## src/rtl/instr_fetch_unit_if.sv

```systemverilog
// Fetch-unit bus: instruction-memory request/response, decode handshake
// and branch redirect. master = fetch unit, slave = memory/decode side.
interface instr_fetch_unit_if #(
    parameter int PC_WIDTH = 32
);
    logic                imem_req_valid;
    logic                imem_req_ready;
    logic [PC_WIDTH-1:0] imem_addr;
    logic                imem_rsp_valid;
    logic [31:0]         imem_rsp_data;
    logic                inst_valid;
    logic                inst_ready;
    logic [31:0]         inst;
    logic [PC_WIDTH-1:0] inst_pc;
    logic                redirect_valid;
    logic [PC_WIDTH-1:0] redirect_pc;

    modport master (
        output imem_req_valid,
        output imem_addr,
        output inst_valid,
        output inst,
        output inst_pc,
        input  imem_req_ready,
        input  imem_rsp_valid,
        input  imem_rsp_data,
        input  inst_ready,
        input  redirect_valid,
        input  redirect_pc
    );

    modport slave (
        input  imem_req_valid,
        input  imem_addr,
        input  inst_valid,
        input  inst,
        input  inst_pc,
        output imem_req_ready,
        output imem_rsp_valid,
        output imem_rsp_data,
        output inst_ready,
        output redirect_valid,
        output redirect_pc
    );
endinterface

```

## src/rtl/instr_fetch_unit.sv

```systemverilog
// Instruction fetch front end: owns the PC, issues sequential word fetches,
// buffers responses in an in-order FIFO and hands them to decode.
// Ports: clk, rst (sync, active-high), bus (instr_fetch_unit_if.master).
module instr_fetch_unit #(
    parameter int                  PC_WIDTH   = 32,
    parameter logic [PC_WIDTH-1:0] RESET_PC   = '0,
    parameter int                  FIFO_DEPTH = 4
) (
    input  logic               clk,
    input  logic               rst,
    instr_fetch_unit_if.master bus
);
    localparam int AW = $clog2(FIFO_DEPTH);
    localparam int CW = AW + 1;
    localparam logic [CW:0] DEPTH_W = (CW+1)'(FIFO_DEPTH);

    logic [PC_WIDTH-1:0] fetch_pc;
    logic [PC_WIDTH-1:0] rsp_pc;
    logic [CW-1:0]       count;
    logic [CW-1:0]       outstanding;
    logic [CW-1:0]       drop;
    logic [AW-1:0]       rd_ptr;
    logic [AW-1:0]       wr_ptr;
    logic [31:0]         word_q [FIFO_DEPTH];
    logic [PC_WIDTH-1:0] pc_q   [FIFO_DEPTH];

    logic                redirect;
    logic                rsp;
    logic                pop;
    logic                push;
    logic                fire;
    logic [CW:0]         credit;
    logic [PC_WIDTH-1:0] target;

    assign redirect = bus.redirect_valid;
    assign rsp      = bus.imem_rsp_valid;
    assign target   = {bus.redirect_pc[PC_WIDTH-1:2], 2'b00};

    assign bus.inst_valid = (count != '0) && !redirect;
    assign pop            = bus.inst_valid && bus.inst_ready;

    // Every in-flight request owns a FIFO slot, so a response never
    // finds the buffer full.
    assign credit = {1'b0, count} + {1'b0, outstanding} - (CW+1)'(pop);

    assign bus.imem_req_valid = !rst && !redirect && (credit < DEPTH_W);
    assign fire               = bus.imem_req_valid && bus.imem_req_ready;
    assign push               = rsp && (drop == '0) && !redirect;

    assign bus.imem_addr = fetch_pc;
    assign bus.inst      = word_q[rd_ptr];
    assign bus.inst_pc   = pc_q[rd_ptr];

    always_ff @(posedge clk) begin
        if (rst) begin
            fetch_pc    <= RESET_PC;
            rsp_pc      <= RESET_PC;
            count       <= '0;
            outstanding <= '0;
            drop        <= '0;
            rd_ptr      <= '0;
            wr_ptr      <= '0;
            for (int i = 0; i < FIFO_DEPTH; i++) begin
                word_q[i] <= '0;
                pc_q[i]   <= '0;
            end
        end else if (redirect) begin
            // Everything still in flight belongs to the old path.
            fetch_pc    <= target;
            rsp_pc      <= target;
            count       <= '0;
            rd_ptr      <= '0;
            wr_ptr      <= '0;
            outstanding <= outstanding - CW'(rsp);
            drop        <= outstanding - CW'(rsp);
        end else begin
            if (fire) begin
                fetch_pc <= fetch_pc + PC_WIDTH'(4);
            end
            outstanding <= outstanding + CW'(fire) - CW'(rsp);
            if (rsp && (drop != '0)) begin
                drop <= drop - CW'(1);
            end
            // Responses return in request order, so the pc of the next
            // kept response simply steps by one word per push.
            if (push) begin
                word_q[wr_ptr] <= bus.imem_rsp_data;
                pc_q[wr_ptr]   <= rsp_pc;
                wr_ptr         <= wr_ptr + AW'(1);
                rsp_pc         <= rsp_pc + PC_WIDTH'(4);
            end
            if (pop) begin
                rd_ptr <= rd_ptr + AW'(1);
            end
            count <= count + CW'(push) - CW'(pop);
        end
    end
endmodule

```

## src/flat_wrapper.sv

```systemverilog
// flat-port wrapper written by rule: the top's interface ports become plain ports
module instr_fetch_unit_flat 
#(
    parameter int                  PC_WIDTH   = 32,
    parameter logic [PC_WIDTH-1:0] RESET_PC   = '0,
    parameter int                  FIFO_DEPTH = 4
)
  (clk, rst, bus_imem_req_valid, bus_imem_addr, bus_inst_valid, bus_inst, bus_inst_pc, bus_imem_req_ready, bus_imem_rsp_valid, bus_imem_rsp_data, bus_inst_ready, bus_redirect_valid, bus_redirect_pc);
  instr_fetch_unit_if #(.PC_WIDTH(PC_WIDTH)) bus_i ();
  input  logic clk;
  input  logic rst;
  output wire logic [$bits(bus_i.imem_req_valid)-1:0] bus_imem_req_valid;
  output wire logic [$bits(bus_i.imem_addr)-1:0] bus_imem_addr;
  output wire logic [$bits(bus_i.inst_valid)-1:0] bus_inst_valid;
  output wire logic [$bits(bus_i.inst)-1:0] bus_inst;
  output wire logic [$bits(bus_i.inst_pc)-1:0] bus_inst_pc;
  input wire logic [$bits(bus_i.imem_req_ready)-1:0] bus_imem_req_ready;
  input wire logic [$bits(bus_i.imem_rsp_valid)-1:0] bus_imem_rsp_valid;
  input wire logic [$bits(bus_i.imem_rsp_data)-1:0] bus_imem_rsp_data;
  input wire logic [$bits(bus_i.inst_ready)-1:0] bus_inst_ready;
  input wire logic [$bits(bus_i.redirect_valid)-1:0] bus_redirect_valid;
  input wire logic [$bits(bus_i.redirect_pc)-1:0] bus_redirect_pc;
  assign bus_imem_req_valid = bus_i.imem_req_valid;
  assign bus_imem_addr = bus_i.imem_addr;
  assign bus_inst_valid = bus_i.inst_valid;
  assign bus_inst = bus_i.inst;
  assign bus_inst_pc = bus_i.inst_pc;
  assign bus_i.imem_req_ready = bus_imem_req_ready;
  assign bus_i.imem_rsp_valid = bus_imem_rsp_valid;
  assign bus_i.imem_rsp_data = bus_imem_rsp_data;
  assign bus_i.inst_ready = bus_inst_ready;
  assign bus_i.redirect_valid = bus_redirect_valid;
  assign bus_i.redirect_pc = bus_redirect_pc;
  instr_fetch_unit #(.PC_WIDTH(PC_WIDTH), .RESET_PC(RESET_PC), .FIFO_DEPTH(FIFO_DEPTH)) u_core (.clk(clk), .rst(rst), .bus(bus_i));
endmodule
```

## config.mk

```make
export PLATFORM = sky130hd
export DESIGN_NAME = instr_fetch_unit_flat
export DESIGN_NICKNAME = d
export VERILOG_FILES = /design/src/rtl/instr_fetch_unit_if.sv /design/src/rtl/instr_fetch_unit.sv /design/src/flat_wrapper.sv
export SDC_FILE = /design/constraint.sdc
export NUM_CORES = 1
export LEC_CHECK = 0
export BUFFER_PORTS_ARGS = -buffer_cell sky130_fd_sc_hd__buf_2
export CORE_MARGIN = 2
export CORE_UTILIZATION = 50
export CTS_CLUSTER_DIAMETER = 150
export DETAILED_ROUTE_END_ITERATION = 10
export GPL_TIMING_DRIVEN = 0
export PLACE_DENSITY = 0.79
export SLEW_MARGIN = 20
export SYNTH_ARGS = -nofsm -noshare
export SYNTH_HDL_FRONTEND = slang
export SYNTH_SLANG_ARGS = --single-unit
```

## constraint.sdc

```tcl
create_clock -name clk -period 6.3 [get_ports clk]
set_input_delay 0 -clock clk [delete_from_list [all_inputs] [get_ports clk]]
set_output_delay 0 -clock clk [all_outputs]
set_load 0.01 [all_outputs]
```

==> results.py <==
metrics = {
    "status": {
        "status": "finished, final reports clean",
    },
    "synth": {
        "synth.avg_cell_area_um2": 12.6,
        "ys_ff_latch": 323,
        "synth_top_area_share": 0.510,
        "yosys_warnings": 0,
        "yosysSeqAreaShare": 0.613,
        "synth_ff_type": "edfxtp_1",
        "synth-async-reset-ratio": 0,
        "syn_inst": 1160,
        "synth_area_um2": 14600,
        "synth_edf_count": 248,
        "ys_types": 57,
        "synth_top_area_cell": "edfxtp_1",
        "netlist_top_cells_area": "edfxtp_1, dfxtp_1, mux4_2",
    },
    "sta": {
        "period_share": 0.580,
        "slew_violations": 0,
        "rsz0062_at_grt": "no",
        "fin_tns_setup_ps": 0,
        "setup_viol": 0,
        "finClkSkew_ps": 24.1,
        "finalHoldViolations": 0,
        "fmax_mhz": 273,
        "relSlewSlack": 0.341,
        "setup_ws_ps": 2640,
        "hold_slack_ps": 104,
        "tightest_slew_ps": 982,
        "post-route-min-period_ps": 3660,
    },
    "final_layout": {
        "area_growth_pct": 23.5,
        "nNetsFinal": 1525,
        "final_cell_count_no_fill": 1849,
        "design_area_um2": 18000,
        "drive_gt1_frac": 0.214,
        "postLayoutCoreUtil": 0.628,
        "antenna_cells": 0,
    },
    "global_routing": {
        "overflow": 0,
        "grt_pass1_vias": 10500,
        "track_usage": 0.240,
        "antenna_found_initial": 0,
        "grt_start_max_net_pins": 41,
        "grt_pass1_wl_mm": 56.6,
    },
    "clock_tree": {
        "numCtsBuffers": 35,
        "clk_pin_slew_worst_paths_ps": 60,
        "clock_path_buffers": 3,
        "clkSinkCount": 323,
        "cts_tree": "yes",
        "cts_max_level": 2,
        "clk_latency_ps": 530,
        "root_buffer": "clkbuf_16",
    },
    "detailed_routing": {
        "drc": 0,
        "ant_nets": 0,
        "wl_mm": 36.8,
        "dr.first_iter.drc_count": 919,
        "wl_per_cell_um": 19.9,
        "drtPass1Iterations": 5,
        "vias": 10300,
        "vias_per_cell": 5.59,
    },
    "die": {
        "start_util": 0.509,
        "row_count": 62,
        "die_h_um": 175,
        "die_width_um": 175,
        "ios": 168,
        "coreArea_um2": 28700,
        "dieArea_um2": 30600,
    },
    "place": {
        "dp_hpwl_mm": 24.6,
        "pre_cts_ws_ps": 2710,
        "dp.cells": 1721,
        "placed_area_um2": 16200,
        "place_congestion": 0.941,
        "port_buffers": 161,
    },
    "power_and_ir_drop": {
        "clockPowerShare": 0.405,
        "peakVddDrop_mv": 0.197,
        "swShare": 0.240,
        "pwr-share-comb": 0.103,
        "p_sw_mw": 1.21,
        "p_int_mw": 3.82,
        "power.leakage_nw": 7.04,
        "p_total_mw": 5.03,
        "seq_power_share": 0.492,
        "powerDensity_nw_per_um2": 279,
    },
    "setup_path": {
        "end_kind": "register",
        "worst_setup_path_start_kind": "register",
        "crit_arrival_ps": 4020,
        "crit_fanout": 10,
        "criticalPathCategory": "register to register",
        "cp.required_ps": 6670,
    },
    "hold_path": {
        "min_path_type": "input port to register",
    },
    "job": {
        "max-cap-violations": 0,
    },
}
## kinds of logic (layout without fill, tap and decap cells)
| kind of cell | Yosys count | after routing | synth area share |
|---|---|---|---|
| simple gates | 417 | 417 | 0.138 |
| flops | 323 | 323 | 0.613 |
| buf+inv | 157 | 459 | 0.0426 |
| compound gates | 137 | 137 | 0.0672 |
| mux | 64 | 64 | 0.0970 |
| xor+xnor | 46 | 46 | 0.0276 |
| fa+ha+maj | 15 | 15 | 0.0139 |
| other cells | 1 | 4 | 0.000257 |
## cells in the final DEF (no fill, tap or decap), types with 5 or more instances in the layout
master         count
buf_16             8
o31a_1             9
buf_2            163
o21ai_0           17
clkinv_1           5
mux4_2            62
and2_1            65
a21boi_0          24
and4_1            10
dlygate4sd3_1     66
clkbuf_1          55
ha_1              13
nand2_1           98
clkinv_2           5
clkbuf_16         36
and3_1            16
a31oi_1           15
nand4_1           24
nor2_1           159
inv_1             88
a21oi_1           18
xor2_1            22
edfxtp_1         248
nor3_1             6
buf_1             10
nand3_1           18
xnor2_1           24
o21a_1            22
dfxtp_1           75
## cell usage after synthesis, drive strengths merged, types with 3 or more instances
cell    count
xnor2      24
a211oi      4
clkbuf     50
a311oi      5
nand4      25
nor4        5
nand3      18
buf        18
o31ai       4
a211o       3
nor3        6
o21ai      19
o21a       22
and2       65
dfxtp      75
edfxtp    248
inv        88
or3         4
o311a       4
a21oi      18
o31a        9
nand2      98
ha         13
nor2      159
mux4       62
and4       10
a21boi     27
a31oi      16
a31o        3
and3       16
xor2       22
## power groups by stage
| stage | registers (mW) | logic (mW) | clock network, mW |
|---|---|---|---|
| 3_5_place_dp | 2.51 | 0.479 | 0 |
| 5_1_grt | 2.48 | 0.559 | 2.15 |
| 2_1_floorplan | 2.50 | 0.282 | 0 |
| 6_report | 2.47 | 0.517 | 2.04 |
| 3_3_place_gp | 2.52 | 0.444 | 0 |
| 4_1_cts | 2.47 | 0.513 | 2.06 |
## repair_timing
item                      in CTS  in global routing
buffers inserted               0                  0
hold endpoints to repair     193                  0
hold buffers                  66                  0
gates resized for setup        0                  0
## worst paths after layout
check | end | from | slack [ps] | depth (start not counted)
setup / recovery | u_core.outstanding[2] | u_core.count[1] | 2640 | 13
hold / removal | u_core.rsp_pc[8] | rst | 100 | 3
setup reg to reg | u_core.outstanding[2] | u_core.count[1] | 2640 | 13
hold reg to reg | u_core.rd_ptr[1] | u_core.rd_ptr[1] | 520 | 2
## registers in the layout, summed over array words and instances (netlist names), named ones only
| register | cells |
|---|---|
| u_core.rsp_pc | 30 |
| u_core.count | 3 |
| u_core.wr_ptr | 2 |
| u_core.outstanding | 3 |
| u_core.rd_ptr | 2 |
| u_core.bus.imem_addr | 30 |
| u_core.drop | 3 |
| u_core.word_q | 128 |
| u_core.pc_q | 120 |
## metal layers
metal / up-vias / track usage / wire (µm)
li1: 4737 / - / -
met1: 4988 / 0.321 / 14600
met2: 521 / 0.406 / 18300
met3: 84 / 0.0339 / 2860
met4: 0 / 0.0813 / 1120
met5: - / 0 / 0
## critical path: stages (launching register included)
cell and delay (ps):
dfxtp_1 420, inv_1 100, a211o_4 380, ha_1 320
a211o_1 140, a21oi_1 50, a31oi_2 510, a311oi_2 370
ha_1 310, fa_1 370, xor2_1 150, o21ai_0 200
xnor2_1 150, nor2_1 50
## area by class of cell
| cell class | count | area, µm² |
|---|---|---|
| Tap cell | 384 | 480 |
| Fill cell | 2170 | 10700 |
| Clock buffer | 43 | 947 |
| Buffer | 68 | 288 |
| Timing Repair Buffer | 240 | 1750 |
| Multi-Input combinational cell | 683 | 5080 |
| Clock inverter | 19 | 194 |
| Inverter | 89 | 334 |
| Sequential cell | 323 | 8950 |
Note: power is estimated with default switching activity, not from simulation.
